--- src/rtl/uart_pkg.sv ---
// Shared encodings and timing helper for the oversampling UART receiver.
package uart_pkg;

   typedef enum logic [2:0] {
      ST_IDLE   = 3'd0,
      ST_START  = 3'd1,
      ST_DATA   = 3'd2,
      ST_PARITY = 3'd3,
      ST_STOP   = 3'd4,
      ST_BREAK  = 3'd5
   } state_e;

   localparam int PAR_NONE = 0;
   localparam int PAR_ODD  = 1;
   localparam int PAR_EVEN = 2;

   // Centre tick of a bit period; the vote window is MID-1..MID+1.
   function automatic int mid_of(input int ratio);
      return ratio / 2 - 1;
   endfunction

endpackage

--- src/rtl/din_sync.sv ---
// Two-flop synchroniser for the raw serial line; resets to the idle (high) level.
// Latency 2 cycles; no backpressure.
module din_sync (
   input  logic clk_i,
   input  logic rst_i,
   input  logic d_i,
   output logic q_o
);

   logic meta_q;
   logic sync_q;

   always_ff @(posedge clk_i or posedge rst_i) begin
      if (rst_i) begin
         meta_q <= 1'b1;
         sync_q <= 1'b1;
      end else begin
         meta_q <= d_i;
         sync_q <= meta_q;
      end
   end

   assign q_o = sync_q;

endmodule

--- src/rtl/uart_rx_sampler.sv ---
// Oversampling UART receiver: start validation, 3-sample mid-bit vote, parity/stop checks.
// Outputs registered; word appears one cycle after the last stop-bit decision; no backpressure.
module uart_rx_sampler
   import uart_pkg::*;
#(
   parameter int SAMPLE_RATIO = 16,
   parameter int DATA_BITS    = 8,
   parameter int PARITY       = 0,
   parameter int STOP_BITS    = 1
) (
   input  logic                 sample_clk,
   input  logic                 rst,
   input  logic                 din,
   output logic                 sample_sig,
   output logic [DATA_BITS-1:0] data,
   output logic                 data_valid,
   output logic                 frame_err,
   output logic                 parity_err,
   output logic                 busy
);

   localparam int CNT_W = $clog2(SAMPLE_RATIO);
   localparam int IDX_W = 4;
   localparam logic [CNT_W-1:0] MID_M1  = CNT_W'(mid_of(SAMPLE_RATIO) - 1);
   localparam logic [CNT_W-1:0] MID_C   = CNT_W'(mid_of(SAMPLE_RATIO));
   localparam logic [CNT_W-1:0] MID_P1  = CNT_W'(mid_of(SAMPLE_RATIO) + 1);
   localparam logic [CNT_W-1:0] CNT_TOP = CNT_W'(SAMPLE_RATIO - 1);
   localparam logic [IDX_W-1:0] DATA_TOP = IDX_W'(DATA_BITS - 1);
   localparam logic [IDX_W-1:0] STOP_TOP = IDX_W'(STOP_BITS - 1);

   state_e               state_q;
   logic [CNT_W-1:0]     cnt_q;
   logic [IDX_W-1:0]     idx_q;
   logic                 v0_q, v1_q;
   logic [DATA_BITS-1:0] shreg_q;
   logic                 perr_q, ferr_q;
   logic [DATA_BITS-1:0] data_q;
   logic                 ss_q, dv_q, fe_q, pe_q, busy_q;

   logic s;
   logic vote;
   logic decide;
   logic wrap;
   logic [CNT_W-1:0] cnt_step;

   din_sync u_sync (
      .clk_i (sample_clk),
      .rst_i (rst),
      .d_i   (din),
      .q_o   (s)
   );

   assign vote     = (v0_q & v1_q) | (v0_q & s) | (v1_q & s);
   assign decide   = (cnt_q == MID_P1);
   assign wrap     = (cnt_q == CNT_TOP);
   assign cnt_step = wrap ? '0 : cnt_q + 1'b1;

   always_ff @(posedge sample_clk or posedge rst) begin
      if (rst) begin
         state_q <= ST_IDLE;
         cnt_q   <= '0;
         idx_q   <= '0;
         v0_q    <= 1'b0;
         v1_q    <= 1'b0;
         shreg_q <= '0;
         perr_q  <= 1'b0;
         ferr_q  <= 1'b0;
         data_q  <= '0;
         ss_q    <= 1'b0;
         dv_q    <= 1'b0;
         fe_q    <= 1'b0;
         pe_q    <= 1'b0;
         busy_q  <= 1'b0;
      end else begin
         ss_q <= 1'b0;
         dv_q <= 1'b0;
         fe_q <= 1'b0;
         pe_q <= 1'b0;
         if (cnt_q == MID_M1) v0_q <= s;
         if (cnt_q == MID_C)  v1_q <= s;

         case (state_q)
            ST_IDLE: begin
               if (!s) begin
                  state_q <= ST_START;
                  cnt_q   <= '0;
                  idx_q   <= '0;
                  ferr_q  <= 1'b0;
                  perr_q  <= 1'b0;
                  busy_q  <= 1'b1;
               end
            end
            ST_START: begin
               if (decide && vote) begin
                  state_q <= ST_IDLE;
                  cnt_q   <= '0;
                  busy_q  <= 1'b0;
               end else begin
                  cnt_q <= cnt_step;
                  if (wrap) begin
                     state_q <= ST_DATA;
                     idx_q   <= '0;
                  end
               end
            end
            ST_DATA: begin
               cnt_q <= cnt_step;
               if (decide) begin
                  shreg_q <= {vote, shreg_q[DATA_BITS-1:1]};
                  ss_q    <= 1'b1;
               end
               if (wrap) begin
                  if (idx_q == DATA_TOP) begin
                     idx_q   <= '0;
                     state_q <= (PARITY != PAR_NONE) ? ST_PARITY : ST_STOP;
                  end else begin
                     idx_q <= idx_q + 1'b1;
                  end
               end
            end
            ST_PARITY: begin
               cnt_q <= cnt_step;
               if (decide) perr_q <= ((^shreg_q) ^ vote) != (PARITY == PAR_ODD);
               if (wrap) begin
                  state_q <= ST_STOP;
                  idx_q   <= '0;
               end
            end
            ST_STOP: begin
               if (decide && idx_q == STOP_TOP) begin
                  // Leave at mid-stop so a back-to-back start edge is not missed.
                  data_q  <= shreg_q;
                  dv_q    <= 1'b1;
                  fe_q    <= ferr_q | ~vote;
                  pe_q    <= perr_q;
                  cnt_q   <= '0;
                  idx_q   <= '0;
                  if (ferr_q | ~vote) begin
                     state_q <= ST_BREAK;
                  end else begin
                     state_q <= ST_IDLE;
                     busy_q  <= 1'b0;
                  end
               end else begin
                  cnt_q <= cnt_step;
                  if (decide) ferr_q <= ferr_q | ~vote;
                  if (wrap) idx_q <= idx_q + 1'b1;
               end
            end
            ST_BREAK: begin
               if (s) begin
                  state_q <= ST_IDLE;
                  busy_q  <= 1'b0;
               end
            end
            default: begin
               state_q <= ST_IDLE;
               cnt_q   <= '0;
               idx_q   <= '0;
               busy_q  <= 1'b0;
            end
         endcase
      end
   end

   assign sample_sig = ss_q;
   assign data       = data_q;
   assign data_valid = dv_q;
   assign frame_err  = fe_q;
   assign parity_err = pe_q;
   assign busy       = busy_q;

endmodule

--- config.mk ---
export PLATFORM = sky130hd
export DESIGN_NAME = uart_rx_sampler
export DESIGN_NICKNAME = d
export VERILOG_FILES = /design/src/rtl/uart_pkg.sv /design/src/rtl/din_sync.sv /design/src/rtl/uart_rx_sampler.sv
export SDC_FILE = /design/constraint.sdc
export NUM_CORES = 1
export LEC_CHECK = 0
export BUFFER_PORTS_ARGS = -buffer_cell sky130_fd_sc_hd__buf_2
export CAP_MARGIN = 20
export CORE_ASPECT_RATIO = 0.7
export CORE_MARGIN = 2
export CORE_UTILIZATION = 53
export DETAILED_ROUTE_END_ITERATION = 16
export PLACE_DENSITY = 0.75
export SLEW_MARGIN = 20
export SYNTH_ARGS = -nofsm -noshare
export SYNTH_HDL_FRONTEND = slang
export SYNTH_SLANG_ARGS = --single-unit
--- constraint.sdc ---
create_clock -name sample_clk -period 1.9 [get_ports sample_clk]
set_input_delay 0.285 -clock sample_clk [delete_from_list [all_inputs] [get_ports sample_clk]]
set_output_delay 0.285 -clock sample_clk [all_outputs]
set_load 0.01 [all_outputs]
======== Word level (Yosys, flattened, before mapping) ========
Cells that the tools add are included.
word-level totals
  register bits ........................... 38
  bits of input ports ..................... 3
  output and inout port bits .............. 13
operators by class
  add/subtract/negate cells ............... 2
  eq/ne operators ......................... 24
  multiplexer cells ....................... 42
  bitwise operators ....................... 10
  reduce and logical (&&, ||, !) cells .... 16
operators by type and width
  kind                                                  count
  2-to-1 mux 4 bit                                      10
  2-to-1 mux 3 bit                                      9
  case mux 4 bit (6 select lines)                       1
  != test 2 bit (second input constant)                 11
  case mux 4 bit (5 select lines)                       1
  case mux 3 bit (6 select lines)                       1
  2-to-1 mux 1 bit                                      17
  equality test 4 x 3 -> 1 bit (second input constant)  3
  adder 4 x 1 -> 4 bit (second input constant)          2
  equality test 4 bit (second input constant)           2
  parity 8 bit                                          1
  AND reduction 7 bit                                   1
  equality test 3 x 2 -> 1 bit (second input constant)  2
  equality test 3 bit (second input constant)           2
  != test 3 bit (second input constant)                 2
  AND reduction 2 bit                                   3
  AND reduction 6 bit                                   1
  case mux 1 bit (5 select lines)                       1
  AND reduction 5 bit                                   1
  zero test 4 bit                                       1
  case mux 1 bit (2 select lines)                       2
  AND reduction 4 bit                                   1
  nonzero test 2 bit                                    2
  bitwise AND 1 bit                                     3
  9 further kinds                                       14

======== Logic depth before layout (Yosys ltp) ========
  depth in word-level cells ............... 8
  depth in mapped cells ................... 9

======== Cells and area by module ========
From an unflattened synthesis, not the netlist that was laid out.
unflattened totals
  cell total of the unflattened synthesis .. 171
  area total of the unflattened synthesis .. 1,861.8 um^2
modules (own cells, without submodules)
  module           times used  cells an instance  area each (um^2)  seq. area each (um^2)
  uart_rx_sampler  1           168                1,805.5           900.9
  din_sync         1           3                  56.3              52.6

======== Worst setup path after synthesis ========
OpenSTA, ideal clock, no wires.
  path type ............................... reg-to-reg
  start point ............................. reg cnt_q[0]
  end point ............................... reg cnt_q[3]
  arrival time ............................ 1,774 ps
  data required time ...................... 1,778 ps
  slack ................................... 4 ps
  cell stages (with the launch flop) ...... 10
  path buffers ............................ 2
  clock period less this slack ............ 1,896 ps
  cells stage by stage .................... dfrtp_1 inv_1 ha_1 and3b_1 buf_6 a21oi_2 or3_1 buf_2 a21o_1 a32o_1
on the way
  longest elaborated chain between the ends .. 4
  elaborated cells on any way between the ends .. 9
RTL lines
  what                                          line                                           RTL
  start, declared                               uart_rx_sampler.sv:32                          logic [CNT_W-1:0] cnt_q;
  start signal, assigned                        uart_rx_sampler.sv:99                          cnt_q <= cnt_step;
  start signal, assigned                        uart_rx_sampler.sv:107                         cnt_q <= cnt_step;
  start signal, assigned                        uart_rx_sampler.sv:122                         cnt_q <= cnt_step;
  adder 4 x 1 -> 4 bit (tied with other cells)  uart_rx_sampler.sv:56                          assign cnt_step = wrap ? '0 : cnt_q + 1'b1;
  2-to-1 mux 4 bit (tied with other cells)      uart_rx_sampler.sv:56
  2-to-1 mux 4 bit, on equally long branches    uart_rx_sampler.sv:130, uart_rx_sampler.sv:94
  case mux 4 bit (5 select lines) *             uart_rx_sampler.sv:82                          case (state_q)
Mark *: on every way between the ends. The rest lies on a longest branch, timed or not.
A chain may end at the register's enable or synchronous reset.

======== Final worst setup path ========
  start point ............................. reg idx_q[0]
  end point ............................... reg cnt_q[3]
on the way
  longest elaborated chain between the ends .. 4
RTL lines
  what                             line                    RTL
  start, declared                  uart_rx_sampler.sv:33   logic [IDX_W-1:0] idx_q;
  start signal, assigned           uart_rx_sampler.sv:117  idx_q <= idx_q + 1'b1;
  start signal, assigned           uart_rx_sampler.sv:147  if (wrap) idx_q <= idx_q + 1'b1;
  zero test 4 bit                  uart_rx_sampler.sv:130  if (decide && idx_q == STOP_TOP) begin
  logical AND 1 bit                uart_rx_sampler.sv:130
  2-to-1 mux 4 bit                 uart_rx_sampler.sv:130
  case mux 4 bit (5 select lines)  uart_rx_sampler.sv:82
  end signal, assigned             uart_rx_sampler.sv:99
  end signal, assigned             uart_rx_sampler.sv:122
  end signal, assigned             uart_rx_sampler.sv:145  cnt_q <= cnt_step;
No other way between the ends.

==> out/qor.csv <==
stage,metric,value,unit
run_status,run_status,"complete, no violations",
setup_path,arrival,2.08,ns
detailed_routing,wl_per_cell,15.84,um
synth,combinational_family_with_the_most_area_after_synthesis,simple AND/OR/NAND/NOR gates,
placement,detailedPlacementHpwl,2.814,mm
synth,muxShareOfSynthArea,11.79,%
synth,synthFlopType,sky130_fd_sc_hd__dfrtp_1,
timing,holdWs,0.08238,ns
synth,synth_top_cell_by_area,sky130_fd_sc_hd__dfrtp_1,
global_routing,antenna_found_initial,0,
timing,unrepaired_setup_endpoints_after_global_routing,true,
power,seq_power_share,35.8,%
final_layout,drive_gt1_share,43.81,%
timing,tightestPinTransition,0.4689,ns
timing,finClkSkew,0.003855,ns
synth,simple_logic_cell_fraction_of_the_synthesized_area,14.44,%
synth,synth_edf_count,0,
power,power.share.switching,36.64,%
floorplanning,start_util,54.47,%
synth,post_synth_inst_count,166,
placement,placedInstanceArea,0.002151,mm2
timing,final_hold_viol_count,0,
power,share_clk_of_total_power,19.8,%
floorplanning,standard_cell_rows,18,
synth,post_synthesis_cell_area,0.001889,mm2
final_layout,area_growth,24.70,%
global_routing,grt_first_pass_wirelength,6.168,mm
flow_run,timing.max_cap.violations,0,
timing,final_slew_violations,0,
final_layout,final_common_cell,sky130_fd_sc_hd__dfrtp_1,
synth,ys_ff_latch,38,
setup_path,timing.reg2reg.setup_slack,0.0008,ns
floorplanning,floorplan.die.width,75.36,um
synth,synth.distinct_cells,46,
setup_path,crit_family,simple AND/OR/NAND/NOR gates,
detailed_routing,drt_pre_antenna_iters,4,
setup_path,worst-endpoint-required,2.08,ns
cts,clk-insertion-delay-late,0.29,ns
timing,final-setup-viol-count,0,
cts,tritoncts,done,
floorplanning,design.die.area,0.004066,mm2
power,internal_power,0.001900,W
global_routing,grt_util_all_layers,21.24,%
setup_path,critical_path.startpoint_type,flop,
cts,h-tree-depth,2,
setup_path,end_kind,flop,
power,total_power,0.002999,W
setup_path,slowest_stage_delay_on_critical_path,0.41,ns
timing,fin_crit_sh,99.96,%
global_routing,overflow,0,
synth,synth_async_sr_flop_share,100.0,%
setup_path,critical-path-slowest-cell,sky130_fd_sc_hd__dfrtp_1,
power,power.static_leakage,1.151,nW
timing,final.min_clock_period,1.899,ns
cts,clk_transition_reported_paths,0.08,ns
synth,syn_area_per_cell,11.38,um2
synth,synth_top_cells_by_area,"sky130_fd_sc_hd__dfrtp_1 48%, sky130_fd_sc_hd__mux2_2 11%, sky130_fd_sc_hd__ha_1 3.3%",
cts,cts.path.max_buffers,2,
synth,synth-seq-area-share,50.46,%
synth,synth_largest_type_area_fraction,47.68,%
final_layout,final_cell_mix,"36 x sky130_fd_sc_hd__dfrtp_1, 24 x sky130_fd_sc_hd__buf_4, 18 x sky130_fd_sc_hd__mux2_2, 15 x sky130_fd_sc_hd__buf_2, 12 x sky130_fd_sc_hd__nand2_1",
detailed_routing,routed_wl,4.119,mm
global_routing,via_count_of_the_first_global_routing_pass,1265,
floorplanning,die_height,53.96,um
cts,numCtsBuffers,5,
final_layout,final_area,0.002356,mm2
detailed_routing,route.detailed.vias_per_inst,5.304,
timing,worst_slew_margin_rel,68.74,%
final_layout,num-fill-cells,261,
final_layout,layout.nets,217,
power,p_sw,0.001099,W
global_routing,largest_net_degree_at_the_start_of_global_routing,39,
placement,place.gp.congestion,0.8760,
setup_path,path_max_fanout,3,
synth,synth.net_count,174,
final_layout,insertedDiodeCount,0,
placement,place.port_buffers,15,
synth,yosys_warnings,0,
power,power.share.combinational,44.4,%
setup_path,timing_worst_setup_path_type,flop to flop,
setup_path,timing.critical_path.cells,inv_2 > ha_4 > nor3b_4 > buf_4 > a21oi_2 > or3_4 > a21o_1 > a32o_1,
synth,yosys.area_share.xor_xnor,3.709,%
detailed_routing,drcViolationCount,0,
worst_hold_path,path_category_of_the_worst_min_delay_check,input port to flop,
final_layout,multiInputGateArea,925.9,um2
detailed_routing,remaining_antenna_violation_count,0,
synth,synth_fa_ha_area_share,4.040,%
floorplanning,io_pins,16,
power,cellPowerDensity,1273,mW/mm2
cts,clk_root_buffer_cell,sky130_fd_sc_hd__clkbuf_8,
setup_path,critical_path.n_buffers_inverters,2,
detailed_routing,route.vias.total,1379,
synth,synth-compound-area-share,11.59,%
floorplanning,core,0.003468,mm2
timing,timing.fmax,526.5,MHz
final_layout,seq_area,953.4,um2
detailed_routing,detailedRoute.firstIterationViolations,108,
power,vdd.ir_drop.worst,0.0007049,V
cts,tritoncts_num_sinks,38,
timing repair:
| item | in CTS | in global routing |
|---|---|---|
| pin swaps | 1 | 4 |
| resized for setup | 4 | 17 |
| buffers inserted | 0 | 6 |
| setup endpoints to repair | 9 | 12 |
| hold buffers | 0 | 0 |
power groups by stage:
stage	registers [W]	clock network (W)	logic (W)
finish	0.00107	0.000593	0.00133
global route	0.00109	0.000636	0.00145
CTS	0.00107	0.000598	0.00113
detailed placement	0.00108	0	0.00110
global placement	0.00106	0	0.00106
floorplan	0.00103	0	0.000774
area by class of cell:
cell class                 count  area share, %
sequential                    38          40.47
timing repair buffer          41          11.79
inverter                      11          1.753
clock buffer                   6          3.505
multi-input combinational    112          39.30
tap                           50          2.655
clock inverter                 2         0.5311
final timing paths:
path                          startpoint            end  cells past startpoint
setup / recovery                idx_q[0]       cnt_q[3]                      8
setup reg to reg                idx_q[0]       cnt_q[3]                      8
max in group asynchronous            rst     u_sync.q_o                      3
min in group asynchronous            rst       idx_q[1]                      3
hold reg to reg            u_sync.meta_q     u_sync.q_o                      0
hold / removal                       din  u_sync.meta_q                      1
cell usage after synthesis (2+ instances only):
cell and instances:
sky130_fd_sc_hd__a31oi_1 2, sky130_fd_sc_hd__dfrtp_1 36, sky130_fd_sc_hd__mux2i_1 2, sky130_fd_sc_hd__nand2_1 12
sky130_fd_sc_hd__inv_1 11, sky130_fd_sc_hd__a21oi_1 7, sky130_fd_sc_hd__o21a_1 2, sky130_fd_sc_hd__o21ai_0 5
sky130_fd_sc_hd__nor2_1 10, sky130_fd_sc_hd__a211oi_1 2, sky130_fd_sc_hd__nand3_1 5, sky130_fd_sc_hd__nor2b_1 2
sky130_fd_sc_hd__xnor2_1 7, sky130_fd_sc_hd__dfstp_2 2, sky130_fd_sc_hd__nand2b_1 2, sky130_fd_sc_hd__ha_1 5
sky130_fd_sc_hd__nor3_1 2, sky130_fd_sc_hd__a32o_1 2, sky130_fd_sc_hd__buf_2 3, sky130_fd_sc_hd__a21oi_2 3
sky130_fd_sc_hd__mux2_2 18, sky130_fd_sc_hd__a22o_1 2
kinds of logic after synthesis:
| logic type | count (synthesis) |
|---|---|
| buffers and inverters | 16 |
| AO/OA/AOI/OAI | 32 |
| XOR/XNOR | 8 |
| multiplexers | 20 |
| flip-flops | 38 |
| AND/OR/NAND/NOR | 46 |
| adder cells (fa/ha/maj) | 6 |
through the flow:
step / setup TNS (ns) / utilization [%] / std cells / setup WS, ns
finish: 0 / 67.93 / 260 / 0.0008309
global route: -0.3094 / 67.93 / 260 / -0.07777
CTS: 0 / 65.04 / 255 / 0.002726
detailed placement: -0.4009 / 62.01 / 247 / -0.09243
global placement: -0.007170 / 62.01 / 247 / -0.007170
floorplan: 0 / - / 166 / 0.004077
per-layer routing:
metal  GRT usage [%]  vias up  wire (um)
li1                -      665          -
met1           30.49      660       1910
met2           30.87       47       1910
met3           5.618        7        238
met4           7.895        0         60
met5               0        -          0
state kept, by name, summed over array words and instances (netlist names):
register	cells
v0_q	1
busy	1
state_q	3
shreg_q	8
ferr_q	1
cnt_q	4
v1_q	1
data	8
u_sync.q_o	1
perr_q	1
parity_err	1
u_sync.meta_q	1
sample_sig	1
frame_err	1
idx_q	4
data_valid	1
No activity file was read; power rests on OpenSTA's default activity.
